===== config.mk =====
export PLATFORM = sky130hd
export DESIGN_NAME = sram_slot_arbiter
export DESIGN_NICKNAME = d
export VERILOG_FILES = /design/src/rtl/sram_pkg.sv /design/src/rtl/sram_slot_gen.sv /design/src/rtl/sram_slot_arbiter.sv
export SDC_FILE = /design/constraint.sdc
export NUM_CORES = 1
export LEC_CHECK = 0
export ABC_AREA = 1
export BUFFER_PORTS_ARGS = -buffer_cell sky130_fd_sc_hd__buf_4
export CAP_MARGIN = 20
export CORE_UTILIZATION = 35
export CTS_CLUSTER_DIAMETER = 80
export DETAILED_ROUTE_END_ITERATION = 8
export GPL_TIMING_DRIVEN = 0
export PLACE_DENSITY = 0.59
export SLEW_MARGIN = 20
export SYNTH_ARGS = -nofsm -noshare
export SYNTH_HDL_FRONTEND = slang
export SYNTH_SLANG_ARGS = --single-unit

===== constraint.sdc =====
create_clock -name mclk -period 2.1 [get_ports mclk]
set_input_delay 0.21 -clock mclk [delete_from_list [all_inputs] [get_ports mclk]]
set_output_delay 0.21 -clock mclk [all_outputs]
set_load 0.01 [all_outputs]

===== src/rtl/sram_pkg.sv =====
// Shared widths, slot numbering and owner encoding for the SRAM slot arbiter.
package sram_pkg;

  localparam int unsigned AW = 18;
  localparam int unsigned DW = 16;

  localparam logic [1:0] SLOT_VID = 2'd0;
  localparam logic [1:0] SLOT_CPU = 2'd1;
  localparam logic [1:0] SLOT_DMA = 2'd2;

  typedef enum logic [1:0] {
    OWN_IDLE,
    OWN_VID,
    OWN_CPU,
    OWN_DMA
  } owner_e;

endpackage


===== src/rtl/sram_slot_gen.sv =====
// Three-slot rotation counter; slot_sync forces slot 0 at the next edge.
module sram_slot_gen
  import sram_pkg::*;
(
  input  logic       mclk,
  input  logic       rst_n,
  input  logic       slot_sync,
  output logic [1:0] slot,
  output logic [1:0] slot_next
);

  logic [1:0] slot_q, slot_d;

  always_comb begin
    slot_d = (slot_q == SLOT_DMA) ? SLOT_VID : slot_q + 2'd1;
    if (slot_sync) slot_d = SLOT_VID;
  end

  always_ff @(posedge mclk) begin
    if (!rst_n) slot_q <= SLOT_VID;
    else        slot_q <= slot_d;
  end

  assign slot      = slot_q;
  assign slot_next = slot_d;

endmodule


===== src/rtl/sram_slot_arbiter.sv =====
// Slot-based owner selection, registered SRAM strobes and tag-routed read capture.
module sram_slot_arbiter #(
  parameter int unsigned AW = sram_pkg::AW,
  parameter int unsigned DW = sram_pkg::DW
) (
  input  logic          mclk,
  input  logic          rst_n,
  input  logic          slot_sync,
  output logic [1:0]    slot,
  input  logic          cpu_req,
  input  logic          cpu_wr,
  input  logic [AW:0]   cpu_addr,
  input  logic [7:0]    cpu_wdata,
  output logic [7:0]    cpu_rdata,
  output logic          cpu_rdy,
  input  logic          vid_req,
  input  logic [AW-1:0] vid_addr,
  output logic [DW-1:0] vid_rdata,
  output logic          vid_valid,
  input  logic          dma_req,
  input  logic          dma_wr,
  input  logic [AW-1:0] dma_addr,
  input  logic [DW-1:0] dma_wdata,
  input  logic [1:0]    dma_be,
  output logic          dma_ack,
  output logic [DW-1:0] dma_rdata,
  output logic          dma_rvalid,
  output logic [AW-1:0] sram_addr,
  output logic [DW-1:0] sram_dq_o,
  output logic          sram_dq_oe,
  input  logic [DW-1:0] sram_dq_i,
  output logic          ce_n,
  output logic          oe_n,
  output logic          we_n,
  output logic          lb_n,
  output logic          ub_n
);

  import sram_pkg::*;

  logic [1:0] slot_next;

  sram_slot_gen u_slot_gen (
    .mclk      (mclk),
    .rst_n     (rst_n),
    .slot_sync (slot_sync),
    .slot      (slot),
    .slot_next (slot_next)
  );

  owner_e        owner;
  logic [AW-1:0] addr_q, addr_d;
  logic [DW-1:0] dq_q, dq_d;
  logic          dq_oe_q, dq_oe_d;
  logic          ce_q, ce_d, oe_q, oe_d, we_q, we_d, lb_q, lb_d, ub_q, ub_d;
  logic          ack_q, ack_d;
  logic          served_q, served_d;
  // Tag travels with the access so capture never depends on the current slot.
  owner_e        tag_q, tag_d;
  logic          rd_q, rd_d;
  logic          lane_q, lane_d;

  always_comb begin
    owner = OWN_IDLE;
    case (slot_next)
      SLOT_VID: begin
        if (vid_req)      owner = OWN_VID;
        else if (dma_req) owner = OWN_DMA;
      end
      SLOT_CPU: begin
        if (cpu_req && !served_q) owner = OWN_CPU;
        else if (dma_req)         owner = OWN_DMA;
      end
      default: begin
        if (dma_req) owner = OWN_DMA;
      end
    endcase
  end

  always_comb begin
    addr_d   = addr_q;
    dq_d     = dq_q;
    dq_oe_d  = 1'b0;
    ce_d     = 1'b1;
    oe_d     = 1'b1;
    we_d     = 1'b1;
    lb_d     = 1'b1;
    ub_d     = 1'b1;
    ack_d    = 1'b0;
    tag_d    = OWN_IDLE;
    rd_d     = 1'b0;
    lane_d   = 1'b0;
    served_d = served_q;
    if (!cpu_req) served_d = 1'b0;

    unique case (owner)
      OWN_VID: begin
        addr_d = vid_addr;
        ce_d   = 1'b0;
        oe_d   = 1'b0;
        lb_d   = 1'b0;
        ub_d   = 1'b0;
        tag_d  = OWN_VID;
        rd_d   = 1'b1;
      end
      OWN_CPU: begin
        served_d = 1'b1;
        addr_d   = cpu_addr[AW:1];
        ce_d     = 1'b0;
        lb_d     = cpu_addr[0];
        ub_d     = !cpu_addr[0];
        tag_d    = OWN_CPU;
        rd_d     = !cpu_wr;
        lane_d   = cpu_addr[0];
        if (cpu_wr) begin
          we_d    = 1'b0;
          dq_oe_d = 1'b1;
          dq_d    = {cpu_wdata, cpu_wdata};
        end else begin
          oe_d    = 1'b0;
        end
      end
      OWN_DMA: begin
        ack_d = 1'b1;
        // No lanes enabled: burn the slot without touching the SRAM.
        if (dma_be != 2'b00) begin
          addr_d = dma_addr;
          ce_d   = 1'b0;
          lb_d   = !dma_be[0];
          ub_d   = !dma_be[1];
          tag_d  = OWN_DMA;
          rd_d   = !dma_wr;
          if (dma_wr) begin
            we_d    = 1'b0;
            dq_oe_d = 1'b1;
            dq_d    = dma_wdata;
          end else begin
            oe_d    = 1'b0;
          end
        end
      end
      OWN_IDLE: ;
    endcase
  end

  always_ff @(posedge mclk) begin
    if (!rst_n) begin
      addr_q   <= '0;
      dq_q     <= '0;
      dq_oe_q  <= 1'b0;
      ce_q     <= 1'b1;
      oe_q     <= 1'b1;
      we_q     <= 1'b1;
      lb_q     <= 1'b1;
      ub_q     <= 1'b1;
      ack_q    <= 1'b0;
      served_q <= 1'b0;
      tag_q    <= OWN_IDLE;
      rd_q     <= 1'b0;
      lane_q   <= 1'b0;
    end else begin
      addr_q   <= addr_d;
      dq_q     <= dq_d;
      dq_oe_q  <= dq_oe_d;
      ce_q     <= ce_d;
      oe_q     <= oe_d;
      we_q     <= we_d;
      lb_q     <= lb_d;
      ub_q     <= ub_d;
      ack_q    <= ack_d;
      served_q <= served_d;
      tag_q    <= tag_d;
      rd_q     <= rd_d;
      lane_q   <= lane_d;
    end
  end

  always_ff @(posedge mclk) begin
    if (!rst_n) begin
      cpu_rdata  <= '0;
      cpu_rdy    <= 1'b0;
      vid_rdata  <= '0;
      vid_valid  <= 1'b0;
      dma_rdata  <= '0;
      dma_rvalid <= 1'b0;
    end else begin
      cpu_rdy    <= 1'b0;
      vid_valid  <= 1'b0;
      dma_rvalid <= 1'b0;
      unique case (tag_q)
        OWN_VID: begin
          vid_rdata <= sram_dq_i;
          vid_valid <= 1'b1;
        end
        OWN_CPU: begin
          cpu_rdy <= 1'b1;
          if (rd_q) cpu_rdata <= lane_q ? sram_dq_i[15:8] : sram_dq_i[7:0];
        end
        OWN_DMA: begin
          if (rd_q) begin
            dma_rdata  <= sram_dq_i;
            dma_rvalid <= 1'b1;
          end
        end
        OWN_IDLE: ;
      endcase
    end
  end

  assign sram_addr  = addr_q;
  assign sram_dq_o  = dq_q;
  assign sram_dq_oe = dq_oe_q;
  assign ce_n       = ce_q;
  assign oe_n       = oe_q;
  assign we_n       = we_q;
  assign lb_n       = lb_q;
  assign ub_n       = ub_q;
  assign dma_ack    = ack_q;

endmodule


; ---- Word level (Yosys, flattened, before mapping)
; Cells that the tools add are included.
[totals]
reg_bits = 91
in_bits = 105
output_inout_bits = 86
[op_classes]
add_sub_neg = 1
eq_ne = 12
n_mux = 39
n_reduce_logical = 18
[op_table]
columns = cell, n
row1 = 18-bit case mux with 3 select lines, 1
row2 = 16-bit 2-to-1 mux, 3
row3 = 16-bit case mux with 2 select lines, 1
row4 = 18-bit 2-to-1 mux, 1
row5 = 1-bit 2-to-1 mux, 17
row6 = 2-bit 2-to-1 mux, 6
row7 = 1-bit case mux with 3 select lines, 4
row8 = 2-bit == test (second input constant), 5
row9 = 2-bit AND reduction, 5
row10 = 8-bit 2-to-1 mux, 1
row11 = 2-bit by 1-bit == test with 1-bit output (second input constant), 3
row12 = 1-bit logical NOT, 6
row13 = 2-bit != test (second input constant), 3
row14 = 1-bit case mux with 2 select lines, 3
row15 = 2-bit case mux with 3 select lines, 1
row16 = 2-bit case mux with 2 select lines, 1
row17 = 4-bit AND reduction, 1
row18 = 2-bit nonzero test, 2
row19 = 3-bit nonzero test, 1
row20 = 2-bit by 1-bit adder with 2-bit output (second input constant), 1
row21 = 2-bit logical NOT, 1
row22 = 2-bit by 1-bit != test with 1-bit output (second input constant), 1
row23 = 2-bit OR reduction, 1
row24 = 1-bit logical AND, 1

; ---- Depth between registers and ports, before layout
[depth]
ltp_word = 8
mapped_depth = 12

; ---- Hierarchy
; A second synthesis with hierarchy kept.
[hier_totals]
hier_cells = 580
hier_area_um2 = 4132.7
[by_module_without_submodules]
columns = mod, n_inst, cells_each, area_per_inst_um2, seq_area_each_um2
row1 = sram_slot_arbiter, 1, 569, 4056.4, 1781.7
row2 = sram_slot_gen, 1, 11, 76.3, 40.0

; ---- Least setup slack after synthesis
; Ideal clock, no wire load.
[synth_timing]
path_type = register to register
startpoint = register u_slot_gen.slot_q[0], in the netlist u_slot_gen.slot[0]
endpoint = register addr_q[0], in the netlist sram_addr[0]
setup_time_ns = 0.111
t_arrival_ns = 1.439
required_ns = 1.989
slack_ns = 0.549
path_stages_with_launch = 12
cell_sequence = dfxtp_1 -> nand3_1 -> nand2_1 -> nand2_1 -> nand2_2 -> inv_2 -> buf_4 -> buf_6 -> nand3_1 -> nand3_1 -> nor2_1 -> nor2_1
[synth_via]
elab_chain_cells = 8
[synth_lines]
columns = element, line
row1 = "start, declared", sram_slot_gen.sv:12  ; logic [1:0] slot_q, slot_d;
row2 = "start signal, assigned", sram_slot_gen.sv:21  ; else slot_q <= slot_d;
row3 = 2-bit by 1-bit adder with 2-bit output / 2-bit == test (equally long branches), sram_slot_gen.sv:15  ; slot_d = (slot_q == SLOT_DMA) ? SLOT_VID : slot_q + 2'd1;
row4 = 2-bit 2-to-1 mux (*), sram_slot_gen.sv:15
row5 = 2-bit 2-to-1 mux (*), sram_slot_gen.sv:16  ; if (slot_sync) slot_d = SLOT_VID;
row6 = 2-bit by 1-bit == test with 1-bit output / 2-bit logical NOT (equally long branches), sram_slot_arbiter.sv:65  ; case (slot_next)
row7 = 2-bit case mux with 2 select lines (*), sram_slot_arbiter.sv:65
row8 = 2-bit == test / 2-bit by 1-bit == test with 1-bit output (equally long branches), sram_slot_arbiter.sv:96  ; unique case (owner)
row9 = 2-bit != test (no line) / 3-bit nonzero test (equally long branches), n/a
row10 = 2-bit AND reduction (no line), n/a
row11 = "end signal, assigned", sram_slot_arbiter.sv:162  ; addr_q <= addr_d;
row12 = "end, declared", sram_slot_arbiter.sv:52  ; logic [AW-1:0] addr_q, addr_d;
; Every way passes the cells marked *; elsewhere a longest branch is shown, timed or not.
; A chain may end at the register's enable or synchronous reset.

; ---- Worst setup path after layout
[layout_timing]
startpoint = register u_slot_gen.slot_q[1], in the netlist u_slot_gen.slot[1]
endpoint = register addr_q[1], in the netlist sram_addr[1]
; Same word-level chain as after synthesis.

==> results.sh <==
export IMPL_htree_levels=3
export IMPL_grt_overflow_total=0
export IMPL_synth_edf_count=0
export IMPL_cts_root_buffer="clkbuf_16"
export IMPL_power_leakage_nw=3.04
export IMPL_fin_crit_sh_pct=83.1
export IMPL_synthXorXnorAreaFrac_pct=0
export IMPL_drc=0
export IMPL_syn_nets=715
export IMPL_yosys_warnings=0
export IMPL_worst_slew_pin_slew_ns=0.538
export IMPL_dp_final_hpwl_um=9950
export IMPL_ir_worst_vdd_uv=477
export IMPL_core_area_mm2=0.0115
export IMPL_clock_skew_ns=0.00342
export IMPL_final_setup_tns_ns=0
export IMPL_antenna_found_initial=0
export IMPL_finalCriticalPeriod_ns=1.74
export IMPL_syn_area_per_cell_um2=6.78
export IMPL_hold_buffers=0
export IMPL_final_cell_mix="buf_4, nand2_1, nor2_1, dfxtp_1, inv_1"
export IMPL_drt_initial_drc_count=255
export IMPL_cts_buffers=9
export IMPL_startpoint_type="register"
export IMPL_diodes=0
export IMPL_power_density_mw_per_mm2=792
export IMPL_synth_area_top_cells="dfxtp_1, nand2_1, nor2_1"
export IMPL_ys_types=22
export IMPL_gp_congestion=0.837
export IMPL_post_drt_wl_per_cell_um=13.2
export IMPL_status="finished clean"
export IMPL_finalHoldViolCount=0
export IMPL_dieWidth_um=111
export IMPL_synth_top_family_by_area="simple AND/OR/NAND/NOR gates"
export IMPL_drv_cap=0
export IMPL_synth_cells=610
export IMPL_final_common_cell="buf_4"
export IMPL_synth_yosys_seq_area_share_pct=44.0
export IMPL_cpMaxStageDelayCell="dfxtp_1"
export IMPL_synth_compound_area_share_pct=10.7
export IMPL_synth_adder_area_share_pct=0
export IMPL_clk_pin_slew_ns=0.06
export IMPL_crit_type="reg2reg"
export IMPL_slew_headroom_pct=64.1
export IMPL_ys_flop_type="dfxtp_1"
export IMPL_routed_wl_um=12700
export IMPL_max_stage_delay_ns=0.33
export IMPL_hold_ws_ns=0.119
export IMPL_cts_resized=0
export IMPL_grt_total_usage_pct=20.9
export IMPL_finalMaxSlewViolations=0
export IMPL_grt_max_degree=15
export IMPL_syn_to_final_growth_pct=45.9
export IMPL_arrival_ns=2.01
export IMPL_synthArstFlopShare_pct=0
export IMPL_hold_class="in2reg"
export IMPL_die_h_um=111
export IMPL_yosys_mux_area_fraction_pct=0
export IMPL_cts_tree="yes"
export IMPL_cts_sinks=91
export IMPL_post_place_ws_ns=0.330
export IMPL_rows=39
export IMPL_fmax_mhz=573
export IMPL_drt_pass1_iterations=5
export IMPL_first_global_vias=4052
export IMPL_ys_ff_latch=91
export IMPL_synth_top_area_share_pct=44.0
export IMPL_cp_max_fo=10
export IMPL_start_util_pct=36.1
export IMPL_setup_viol=0
export IMPL_worstSetupEndpointType="register"
export IMPL_yosysTopAreaCell="dfxtp_1"
export IMPL_syn_cell_area_mm2=0.00414
export IMPL_yosys_area_share_simple_pct=32.8
export IMPL_via_per_inst=4.65
export IMPL_postRouteAntennaNets=0
export IMPL_cts_max_path_buffers=2
export IMPL_drive_above_1_share_pct=28.7
export IMPL_crit_chain="inv_1 > nand3_1 > nand2_1 > nor2_1 > nor2_2 > buf_4 > buf_2 > nand3_1 > nand3_1 > nor2_1 > nor2_1"
export IMPL_layout_setup_ws_ns=0.355
export IMPL_die_area_mm2=0.0123
export IMPL_grt_pass1_wl_um=20400
export IMPL_cts_setup_buffers=0
export IMPL_critical_path_required_ns=2.37
export IMPL_vias=4452
export IMPL_port_buffer_count=190
export IMPL_rsz0062_at_grt="false"
export IMPL_final_nets=916
export IMPL_clock_latency_ns=0.33
export IMPL_ios=191
==> flip-flops by register name, indices dropped and copies added, names as in the netlist <==
register,flops
cpu_rdy,1
vid_rdata,16
cpu_rdata,8
dma_ack,1
rd_q,1
ub_n,1
ce_n,1
vid_valid,1
lb_n,1
we_n,1
sram_addr,18
sram_dq_oe,1
u_slot_gen.slot,2
oe_n,1
served_q,1
dma_rvalid,1
sram_dq_o,16
dma_rdata,16
lane_q,1
tag_q,2
==> routing by layer <==
layer	vias to the layer above	global-route usage, %	routed length (um)
met1	1978	26.4	5680
met5	-	0	0
li1	2312	-	-
met2	147	35.2	6080
met3	15	4.87	693
met4	0	6.67	207
==> cell families (layout without fill, tap and decap cells) <==
family          after synthesis  after routing
buf+inv                     118            323
flops                        91             91
simple gates                322            322
compound gates               79             79
==> path summary, 6_finish.rpt <==
| path | slack [ns] | from | end | cells past startpoint |
|---|---|---|---|---|
| max | 0.36 | u_slot_gen.slot[1]$_SDFF_PN0_ | sram_addr[1]$_SDFFE_PN0P_ | 11 |
| min | 0.12 | cpu_addr[0] | ub_n$_SDFF_PN1_ | 2 |
| max reg2reg | 0.36 | u_slot_gen.slot[1]$_SDFF_PN0_ | sram_addr[1]$_SDFFE_PN0P_ | 11 |
| min reg2reg | 0.45 | dma_rdata[14]$_SDFFE_PN0P_ | dma_rdata[14]$_SDFFE_PN0P_ | 2 |
==> layout make-up <==
type                            count  area, um^2
Clock buffer                       10         239
Inverter                           84         315
Clock inverter                      5        53.8
Buffer                             34         198
Fill cell                        1159        5430
Timing Repair Buffer              190        1430
Multi-Input combinational cell    401        1800
Sequential cell                    91        1820
Tap cell                          143         179
==> stage by stage <==
stage                     area, um^2  power, mW  utilization (%)  cells
final                           6030       4.78             52.6    958
after global routing            6030       5.05             52.6    958
after CTS                       6030       4.83             52.6    958
after detailed placement        5740       3.23             50.1    943
after global placement          5740       3.21             50.1    943
after floorplan                 4140       2.65                -    610
==> cell usage after synthesis, types with 2 or more instances <==
cell type / number
a211oi_1: 18
a21oi_1: 26
buf_2: 5
buf_4: 9
buf_6: 4
clkbuf_1: 16
clkinv_1: 2
dfxtp_1: 91
inv_1: 80
inv_2: 2
nand2_1: 125
nand2_2: 2
nand2_4: 2
nand3_1: 78
nand3_2: 2
nor2_1: 109
nor2_4: 2
o21ai_0: 33
==> worst max-delay path, delay by kind of cell, from the launching register on <==
family	cells	cell delay (ns)
DFF	1	0.33
buffers and inverters	3	0.55
and+or+nand+nor	8	0.80
==> power breakdown <==
part | leakage (nW) | switching [mW] | internal, mW | total (mW)
Combinational | 2.15 | 0.650 | 0.557 | 1.21
Clock | 0.148 | 0.659 | 0.944 | 1.60
Sequential | 0.748 | 0.0818 | 1.89 | 1.97
Total | 3.04 | 1.39 | 3.39 | 4.78
Power figures use the tool's default switching activity.
